<file path="src/rtl/rbm_pkg.sv">
// rbm_pkg: default RBM dimensions, sequencer state encoding and
// width/slice helper macros shared by the sequencer files.
`ifndef RBM_PKG_SV
`define RBM_PKG_SV

`define RBM_CW(n) (((n) > 1) ? $clog2(n) : 1)
`define RBM_CNT_SL(k, w) ((k) * (w)) +: (w)

package rbm_pkg;

    localparam int unsigned RBM_N_PIXEL   = 784;
    localparam int unsigned RBM_N_HIDDEN  = 441;
    localparam int unsigned RBM_N_CLASS   = 10;
    localparam int unsigned RBM_W_WIDTH   = 12;
    localparam int unsigned RBM_N_ITER    = 2;
    localparam int unsigned RBM_CNT_WIDTH = 8;

    localparam logic [2:0] ST_IDLE     = 3'd0;
    localparam logic [2:0] ST_PREFETCH = 3'd1;
    localparam logic [2:0] ST_H_STREAM = 3'd2;
    localparam logic [2:0] ST_C_STREAM = 3'd3;
    localparam logic [2:0] ST_DONE     = 3'd4;

    typedef enum logic [2:0] {
        S_IDLE     = ST_IDLE,
        S_PREFETCH = ST_PREFETCH,
        S_H_STREAM = ST_H_STREAM,
        S_C_STREAM = ST_C_STREAM,
        S_DONE     = ST_DONE
    } rbm_state_t;

endpackage

`endif

</file>
<file path="src/rtl/rbm_sequencer_beat_counter.sv">
// rbm_beat_counter: nested outer/inner beat counter with last flags,
// one instance per streaming phase of the sequencer.
module rbm_beat_counter #(
    parameter int unsigned OUTER_N = 2,
    parameter int unsigned INNER_N = 2,
    parameter int unsigned OW      = 1,
    parameter int unsigned IW      = 1
) (
    input  logic          clk,
    input  logic          rst_n,
    input  logic          i_clr,
    input  logic          i_adv,
    output logic [OW-1:0] o_outer,
    output logic [IW-1:0] o_inner,
    output logic          o_inner_last,
    output logic          o_last
);

    localparam logic [OW-1:0] O_MAX = OW'(OUTER_N - 1);
    localparam logic [IW-1:0] I_MAX = IW'(INNER_N - 1);

    logic [OW-1:0] r_outer;
    logic [IW-1:0] r_inner;

    assign o_outer      = r_outer;
    assign o_inner      = r_inner;
    assign o_inner_last = (r_inner == I_MAX);
    assign o_last       = o_inner_last && (r_outer == O_MAX);

    // Wraps to zero after the final beat so the next phase starts clean.
    always_ff @(posedge clk or negedge rst_n) begin
        if (!rst_n) begin
            r_outer <= '0;
            r_inner <= '0;
        end else if (i_clr) begin
            r_outer <= '0;
            r_inner <= '0;
        end else if (i_adv) begin
            if (o_inner_last) begin
                r_inner <= '0;
                r_outer <= o_last ? '0 : r_outer + 1'b1;
            end else begin
                r_inner <= r_inner + 1'b1;
            end
        end
    end

endmodule

</file>
<file path="src/rtl/rbm_sequencer.sv">
// rbm_sequencer: streams image/weight ROMs into the Main RBM datapath,
// captures hidden results and accumulates per-class spike counts.
module rbm_sequencer
    import rbm_pkg::*;
#(
    parameter int unsigned N_PIXEL   = RBM_N_PIXEL,
    parameter int unsigned N_HIDDEN  = RBM_N_HIDDEN,
    parameter int unsigned N_CLASS   = RBM_N_CLASS,
    parameter int unsigned W_WIDTH   = RBM_W_WIDTH,
    parameter int unsigned N_ITER    = RBM_N_ITER,
    parameter int unsigned CNT_WIDTH = RBM_CNT_WIDTH
) (
    input  logic                               clock,
    input  logic                               reset,
    input  logic                               start,
    output logic                               busy,
    output logic                               done,
    output logic [`RBM_CW(N_PIXEL)-1:0]        img_addr,
    input  logic                               img_bit,
    output logic [`RBM_CW(N_PIXEL+1)-1:0]      h_row,
    output logic [`RBM_CW(N_HIDDEN)-1:0]       h_col,
    input  logic [W_WIDTH-1:0]                 h_data,
    output logic [`RBM_CW(N_HIDDEN)-1:0]       sw_addr,
    input  logic                               sw_bit,
    output logic [`RBM_CW(N_HIDDEN+1)-1:0]     c_row,
    output logic [`RBM_CW(N_CLASS)-1:0]        c_col,
    input  logic [W_WIDTH-1:0]                 c_data,
    output logic [`RBM_CW(N_PIXEL+1)-1:0]      pixel_id,
    output logic                               pixel,
    output logic [W_WIDTH-1:0]                 Hvalue,
    output logic                               HiddenSwitch,
    output logic                               enable_hidden,
    output logic                               enable_classi,
    output logic [W_WIDTH-1:0]                 Cvalue,
    output logic [`RBM_CW(N_HIDDEN+1)-1:0]     hidden_id,
    output logic                               hidden_pixel,
    input  logic                               hidden,
    input  logic                               spike,
    output logic [N_CLASS*CNT_WIDTH-1:0]       counts
);

    localparam int unsigned IMG_W = `RBM_CW(N_PIXEL);
    localparam int unsigned HR_W  = `RBM_CW(N_PIXEL+1);
    localparam int unsigned HC_W  = `RBM_CW(N_HIDDEN);
    localparam int unsigned CR_W  = `RBM_CW(N_HIDDEN+1);
    localparam int unsigned CC_W  = `RBM_CW(N_CLASS);
    localparam int unsigned IT_W  = `RBM_CW(N_ITER);

    rbm_state_t r_state;
    logic       r_busy;
    logic       r_done;

    logic            r_iss_act;
    logic            r_iss_c;
    logic [IT_W-1:0] r_iter;

    logic            r_p_en_h;
    logic            r_p_en_c;
    logic            r_p_hbias;
    logic            r_p_cbias;
    logic [HR_W-1:0] r_p_pix;
    logic [CR_W-1:0] r_p_hid;
    logic [HC_W-1:0] r_p_j;
    logic [HC_W-1:0] r_p_i;
    logic [CC_W-1:0] r_p_k;

    logic            r_cap_v;
    logic [HC_W-1:0] r_cap_j;
    logic            r_sp_v;
    logic [CC_W-1:0] r_sp_k;

    logic [N_HIDDEN-1:0]          r_hvec;
    logic [N_CLASS*CNT_WIDTH-1:0] r_cnt;

    logic            w_clr;
    logic            w_h_adv;
    logic            w_c_adv;
    logic [HC_W-1:0] w_h_j;
    logic [HR_W-1:0] w_h_p;
    logic            w_h_plast;
    logic            w_h_last;
    logic [CC_W-1:0] w_c_k;
    logic [CR_W-1:0] w_c_i;
    logic            w_c_ilast;
    logic            w_c_last;
    logic            w_fwd;

    assign w_clr   = (r_state == S_IDLE) && start;
    assign w_h_adv = r_iss_act && !r_iss_c;
    assign w_c_adv = r_iss_act && r_iss_c;

    rbm_beat_counter #(
        .OUTER_N (N_HIDDEN),
        .INNER_N (N_PIXEL + 1),
        .OW      (HC_W),
        .IW      (HR_W)
    ) u_hcnt (
        .clk          (clock),
        .rst_n        (reset),
        .i_clr        (w_clr),
        .i_adv        (w_h_adv),
        .o_outer      (w_h_j),
        .o_inner      (w_h_p),
        .o_inner_last (w_h_plast),
        .o_last       (w_h_last)
    );

    rbm_beat_counter #(
        .OUTER_N (N_CLASS),
        .INNER_N (N_HIDDEN + 1),
        .OW      (CC_W),
        .IW      (CR_W)
    ) u_ccnt (
        .clk          (clock),
        .rst_n        (reset),
        .i_clr        (w_clr),
        .i_adv        (w_c_adv),
        .o_outer      (w_c_k),
        .o_inner      (w_c_i),
        .o_inner_last (w_c_ilast),
        .o_last       (w_c_last)
    );

    // The counters are the issue side: they run one beat ahead of
    // the presented beat to hide the ROM read latency.
    always_ff @(posedge clock or negedge reset) begin
        if (!reset) begin
            r_iss_act <= 1'b0;
            r_iss_c   <= 1'b0;
            r_iter    <= '0;
        end else if (w_clr) begin
            r_iss_act <= 1'b1;
            r_iss_c   <= 1'b0;
            r_iter    <= '0;
        end else if (w_h_adv && w_h_last) begin
            r_iss_c <= 1'b1;
        end else if (w_c_adv && w_c_last) begin
            r_iss_c <= 1'b0;
            if (r_iter == IT_W'(N_ITER - 1)) begin
                r_iss_act <= 1'b0;
                r_iter    <= '0;
            end else begin
                r_iter <= r_iter + 1'b1;
            end
        end
    end

    always_ff @(posedge clock or negedge reset) begin
        if (!reset) begin
            r_state <= S_IDLE;
            r_busy  <= 1'b0;
            r_done  <= 1'b0;
        end else begin
            unique case (r_state)
                S_IDLE: begin
                    r_done <= 1'b0;
                    if (start) begin
                        r_state <= S_PREFETCH;
                        r_busy  <= 1'b1;
                    end
                end
                S_PREFETCH, S_H_STREAM, S_C_STREAM: begin
                    if (!r_iss_act) begin
                        r_state <= S_DONE;
                        r_busy  <= 1'b0;
                        r_done  <= 1'b1;
                    end else begin
                        r_state <= r_iss_c ? S_C_STREAM : S_H_STREAM;
                    end
                end
                S_DONE: begin
                    r_state <= S_IDLE;
                    r_done  <= 1'b0;
                end
                default: begin
                    r_state <= S_IDLE;
                    r_busy  <= 1'b0;
                    r_done  <= 1'b0;
                end
            endcase
        end
    end

    always_ff @(posedge clock or negedge reset) begin
        if (!reset) begin
            r_p_en_h  <= 1'b0;
            r_p_en_c  <= 1'b0;
            r_p_hbias <= 1'b0;
            r_p_cbias <= 1'b0;
            r_p_pix   <= '0;
            r_p_hid   <= '0;
            r_p_j     <= '0;
            r_p_i     <= '0;
            r_p_k     <= '0;
        end else begin
            r_p_en_h  <= w_h_adv;
            r_p_en_c  <= w_c_adv;
            r_p_hbias <= w_h_adv && w_h_plast;
            r_p_cbias <= w_c_adv && w_c_ilast;
            r_p_pix   <= w_h_adv ? w_h_p : '0;
            r_p_hid   <= w_h_adv ? CR_W'(w_h_j) :
                         w_c_adv ? w_c_i : '0;
            r_p_j     <= w_h_j;
            r_p_i     <= HC_W'(w_c_i);
            r_p_k     <= w_c_k;
        end
    end

    always_ff @(posedge clock or negedge reset) begin
        if (!reset) begin
            r_cap_v <= 1'b0;
            r_cap_j <= '0;
            r_sp_v  <= 1'b0;
            r_sp_k  <= '0;
            r_hvec  <= '0;
        end else begin
            r_cap_v <= r_p_en_h && r_p_hbias;
            r_cap_j <= r_p_j;
            r_sp_v  <= r_p_en_c && r_p_cbias;
            r_sp_k  <= r_p_k;
            if (r_cap_v) begin
                r_hvec[r_cap_j] <= hidden;
            end
        end
    end

    always_ff @(posedge clock or negedge reset) begin
        if (!reset) begin
            r_cnt <= '0;
        end else if (r_state == S_PREFETCH) begin
            r_cnt <= '0;
        end else if (r_sp_v && spike) begin
            for (int k = 0; k < int'(N_CLASS); k++) begin
                if (r_sp_k == CC_W'(k) &&
                    r_cnt[`RBM_CNT_SL(k, CNT_WIDTH)] != '1) begin
                    r_cnt[`RBM_CNT_SL(k, CNT_WIDTH)] <=
                        r_cnt[`RBM_CNT_SL(k, CNT_WIDTH)] + 1'b1;
                end
            end
        end
    end

    // A capture landing on the beat that reads the same neuron
    // has not reached r_hvec yet, so take the live input.
    assign w_fwd = r_cap_v && (r_cap_j == r_p_i);

    assign busy          = r_busy;
    assign done          = r_done;
    assign counts        = r_cnt;
    assign img_addr      = w_h_plast ? '0 : IMG_W'(w_h_p);
    assign h_row         = w_h_p;
    assign h_col         = w_h_j;
    assign sw_addr       = w_h_j;
    assign c_row         = w_c_i;
    assign c_col         = w_c_k;
    assign pixel_id      = r_p_pix;
    assign hidden_id     = r_p_hid;
    assign enable_hidden = r_p_en_h;
    assign enable_classi = r_p_en_c;
    assign pixel         = r_p_en_h && (r_p_hbias || img_bit);
    assign Hvalue        = r_p_en_h ? h_data : '0;
    assign HiddenSwitch  = r_p_en_h && sw_bit;
    assign Cvalue        = r_p_en_c ? c_data : '0;
    assign hidden_pixel  = r_p_en_c &&
                           (r_p_cbias || (w_fwd ? hidden : r_hvec[r_p_i]));

endmodule

</file>
<file path="config.mk">
export PLATFORM = sky130hd
export DESIGN_NAME = rbm_sequencer
export DESIGN_NICKNAME = d
export VERILOG_FILES = /design/src/rtl/rbm_pkg.sv /design/src/rtl/rbm_sequencer_beat_counter.sv /design/src/rtl/rbm_sequencer.sv
export SDC_FILE = /design/constraint.sdc
export NUM_CORES = 1
export LEC_CHECK = 0
export ABC_CLOCK_PERIOD_IN_PS = 3050
export CAP_MARGIN = 20
export CORE_MARGIN = 4
export CORE_UTILIZATION = 45
export DETAILED_ROUTE_END_ITERATION = 7
export GPL_TIMING_DRIVEN = 0
export PLACE_DENSITY = 0.75
export SLEW_MARGIN = 20
export SYNTH_ARGS = -nofsm -noshare
export SYNTH_HDL_FRONTEND = slang
export SYNTH_SLANG_ARGS = --single-unit
</file>
<file path="constraint.sdc">
create_clock -name clock -period 3.05 [get_ports clock]
set_input_delay 0.4575 -clock clock [delete_from_list [all_inputs] [get_ports clock]]
set_output_delay 0.4575 -clock clock [all_outputs]
set_load 0.01 [all_outputs]
</file>
==> key figures <==
Route
  • DRT met1 WL: roughly 38000 µm
  • Drc violations: 0
  • Detail Route Antenna Nets: 0
  • DR WL met2: 47600 µm
  • Vias per cell: between 6 and 7
  • Routed wl met3: 15100 µm
  • Iteration-0 DRC Markers: 4494
  • Final wirelength: ~110000 µm
  • Max layer used: met4
  • Initial DRT Pass Iterations: 7
  • Via count: approximately 26000
  • WL/cell: between 20 and 30 µm

Floorplan
  • # rows: 94
  • Core area: around 66000 µm²
  • Starting Density: between 40% and 50%
  • Die Y: 265 µm
  • I/O pin count: approximately 210
  • Die width: roughly 270 µm
  • Die ar.: roughly 70000 µm²

Layout
  • FF+latch area: around 16000 µm²
  • Nets: between 3000 and 4000
  • Area grow syn2layout: 20.6%
  • Filler cell count: roughly 5500
  • Antenna Cells: 0
  • Area of the multi-input gates: 12900 µm²
  • Layout cells sized above 1: under 10%
  • Commonest non-fill, non-tap cells in the layout: dfrtp_1, o21ai_0, o31ai_1, clkbuf_1, clkdlybuf4s50_1
  • Commonest non-fill, non-tap cell in the layout: dfrtp_1

Pwr
  • PD cells: roughly 560 nW/µm²
  • Worst vdd ir: roughly 0.00041 V
  • Leakage: 12.1 nW

Min path
  • Worst Hold Path EP: r_cap_j[1]
  • Hold Startpoint: r_p_j[1]
  • Hold path cells: 0
  • Hold Path Class: reg -> reg

Timing
  • Total Neg Setup Slack: -1030 ps
  • Fmax: around 240 MHz
  • Final setup fails: 1
  • Worst Skew: about 33 ps
  • Pins Over Slew Limit: 0
  • Final hold viol count: 0
  • Worst slew margin: between 15 and 20%
  • RSZ-0062 raised after global routing: true
  • Final setup margin: -1030 ps
  • Post-route minimum period: about 4100 ps
  • Fin crit share: 134%
  • Worst Tran Pin Value: around 1300 ps

Critical path
  • Setup crit start: r_p_i[3]
  • Crit path required time: approximately 2600 ps
  • Worst setup SP type: register
  • Critical path's slowest cell: o41ai_4
  • Worst Path Arrival: between 3000 and 4000 ps
  • Worst Path Max Fanout: 10
  • WS Path Type: reg -> out
  • Reg2Reg Depth: 7
  • Worst setup EP type: output port
  • CP peak stage delay: approximately 500 ps
  • Worst-path cell chain: buf_4, buf_2, buf_4, mux2i_1, a41oi_1, o21ai_2, nor4_4, o41ai_4, buf_2
  • R2r startpoint: r_cap_j[1]
  • RR Endpoint: r_hvec[149]
  • Reg2Reg Setup Slack: 10 ps

Synth
  • Yosys top cell area share: a little over half
  • Share of flip-flops with an asynchronous set or reset: 100%
  • Yosys top cell by area: dfrtp_1
  • Yosys warns: 0
  • Synth area leaders: dfrtp_1, o31ai_1, o21ai_0
  • Syn Nets: between 2000 and 3000
  • Synth Cell Area: 29800 µm²
  • Seq/Total Area, Yosys: between 50% and 60%
  • Post-synth cell types: 70
  • Post-synth EDFFs: 0
  • Main synth FF type: dfrtp_1
  • #FFs+latches synth: between 600 and 700
  • Synthesized area per cell: 11.0 µm²
  • Cells after synthesis: around 2700

GRT
  • GR Util All Layers: 30.0%
  • GRT overflow: 0
  • Vias in the first global route: between 20000 and 30000
  • Initial antenna violation count: 2
  • Pin count of the biggest net entering global routing: slightly below 100
  • First-pass GRT wire length: between 150000 and 200000 µm

Placed design
  • Gpl congestion: 0.948
  • Dpl hpwl: between 60000 and 70000 µm
  • Port bufs: 211
  • Pre-CTS WS: -1760 ps

Status
  • Status: complete, but fails checks
  • Failing checks: negative setup slack

Clocking
  • Root buf cell: clkbuf_16
  • CTS Sinks: just over 600
  • Clock tree buffer depth: 3
  • CTS tree: built
  • Worst skew pair latency: a little over 600 ps
  • Num CTS Buffers: 67
  • Clk slew on worst S/H paths: about 60 ps
  • CTS H-tree lvls: 3

Flow run
  • Maxcap violations: 0
## flip-flops by register name, indices dropped and copies added, names as in the netlist, 3 cells and up
| signal | count |
|---|---|
| u_ccnt.o_outer | 4 |
| r_sp_k | 4 |
| counts | 80 |
| r_p_j | 9 |
| r_p_i | 9 |
| u_hcnt.o_inner | 10 |
| r_hvec | 441 |
| hidden_id | 9 |
| r_p_k | 4 |
| r_cap_j | 9 |
| u_hcnt.o_outer | 9 |
| r_state | 3 |
| u_ccnt.o_inner | 9 |
| pixel_id | 10 |
## metrics by stage
step / power, mW / hold WS [ps] / instances / cell area (µm²) / utilization, %
after floorplan: 10.2 / 162 / 2714 / 29800 / -
after global placement: 11.4 / 333 / 3789 / 33000 / 50.2
after detailed placement: 11.4 / 335 / 3795 / 33200 / 50.5
after CTS: 20.2 / 348 / 3928 / 35900 / 54.7
after global routing: 20.8 / 353 / 3928 / 35900 / 54.7
final: 20.3 / 341 / 3928 / 35900 / 54.7
## synthesized netlist by cell type (4+ instances only)
cell / count
buf_4: 15
and2_1: 45
xor2_1: 56
ha_1: 18
o21ai_0: 476
buf_1: 12
buf_12: 4
buf_8: 6
a311oi_1: 4
buf_6: 9
clkbuf_1: 248
nand4b_1: 4
o22ai_1: 8
o31ai_1: 446
or3_1: 11
nand4_1: 21
a31oi_1: 7
nand2b_1: 7
nand2_1: 103
mux4_2: 66
o2111ai_1: 6
a211oi_1: 5
and3b_1: 4
mux4_1: 25
nor2_1: 122
nor3_1: 14
nand3_1: 48
o221ai_1: 7
inv_1: 21
a22o_1: 5
nor4_1: 9
mux2i_1: 81
nor2b_1: 23
a21oi_1: 33
nand3b_1: 11
and3_1: 19
dfrtp_1: 621
buf_2: 12
xnor2_1: 24
nor3b_1: 7
a22oi_1: 11
## layer usage
layer,track usage (%),up-vias
met5,0,-
met3,10.4,538
met2,44.8,2068
met4,17.0,0
li1,-,10800
met1,38.3,12900
## logic make-up (layout without fill, tap and decap cells)
| family | count (synthesis) | in the layout | share of synthesized area, % |
|---|---|---|---|
| fa+ha+maj | 18 | 18 | 0.755 |
| mux | 175 | 175 | 10.0 |
| xor+xnor | 80 | 80 | 2.35 |
| simple gates | 460 | 460 | 7.73 |
| flops | 621 | 621 | 52.1 |
| buf+inv | 329 | 679 | 5.07 |
| compound gates | 1031 | 1031 | 21.9 |
## critical path, delay by kind of cell (launching register included)
kind / cells / cell delay, ps
and+or+nand+nor: 1 / 90
buffers and inverters: 4 / 1320
muxes: 1 / 370
DFF: 1 / 320
AOI/OAI and AO/OA: 3 / 870
## layout make-up
| class | instances | share of cell area, % |
|---|---|---|
| Multi-Input combinational cell | 1764 | 35.9 |
| Sequential cell | 621 | 43.2 |
| Tap cell | 864 | 3.01 |
| Buffer | 307 | 4.52 |
| Clock buffer | 100 | 5.69 |
| Clock inverter | 19 | 0.658 |
| Inverter | 22 | 0.230 |
| Timing Repair Buffer | 231 | 6.74 |
## power breakdown
part	internal, mW	leakage [nW]	switching [mW]	total (mW)
logic	1.47	4.69	1.79	3.26
registers	8.36	6.33	0.152	8.51
clock network	5.07	1.12	3.46	8.52
total	14.9	12.1	5.40	20.3
## worst max path at each step
stage	endpoint	slack, ps	depth (start not counted)
after floorplan	hidden_pixel	260	12
after global placement	r_hvec[168]	-26150	1
after detailed placement	hidden_pixel	-1760	9
after CTS	hidden_pixel	-860	13
after global routing	hidden_pixel	-980	12
final	hidden_pixel	-1030	9
## timing repair
| action | 4_1_cts | 5_1_grt |
|---|---|---|
| resized for setup | 91 | 5 |
| pin swaps | 14 | 2 |
| endpoints found under the setup margin | 6 | 6 |
| hold buffers | 1 | 0 |
| setup buffers | 13 | 0 |
| endpoints found under the hold margin | 76 | 0 |
Power figures use the tool's default switching activity.
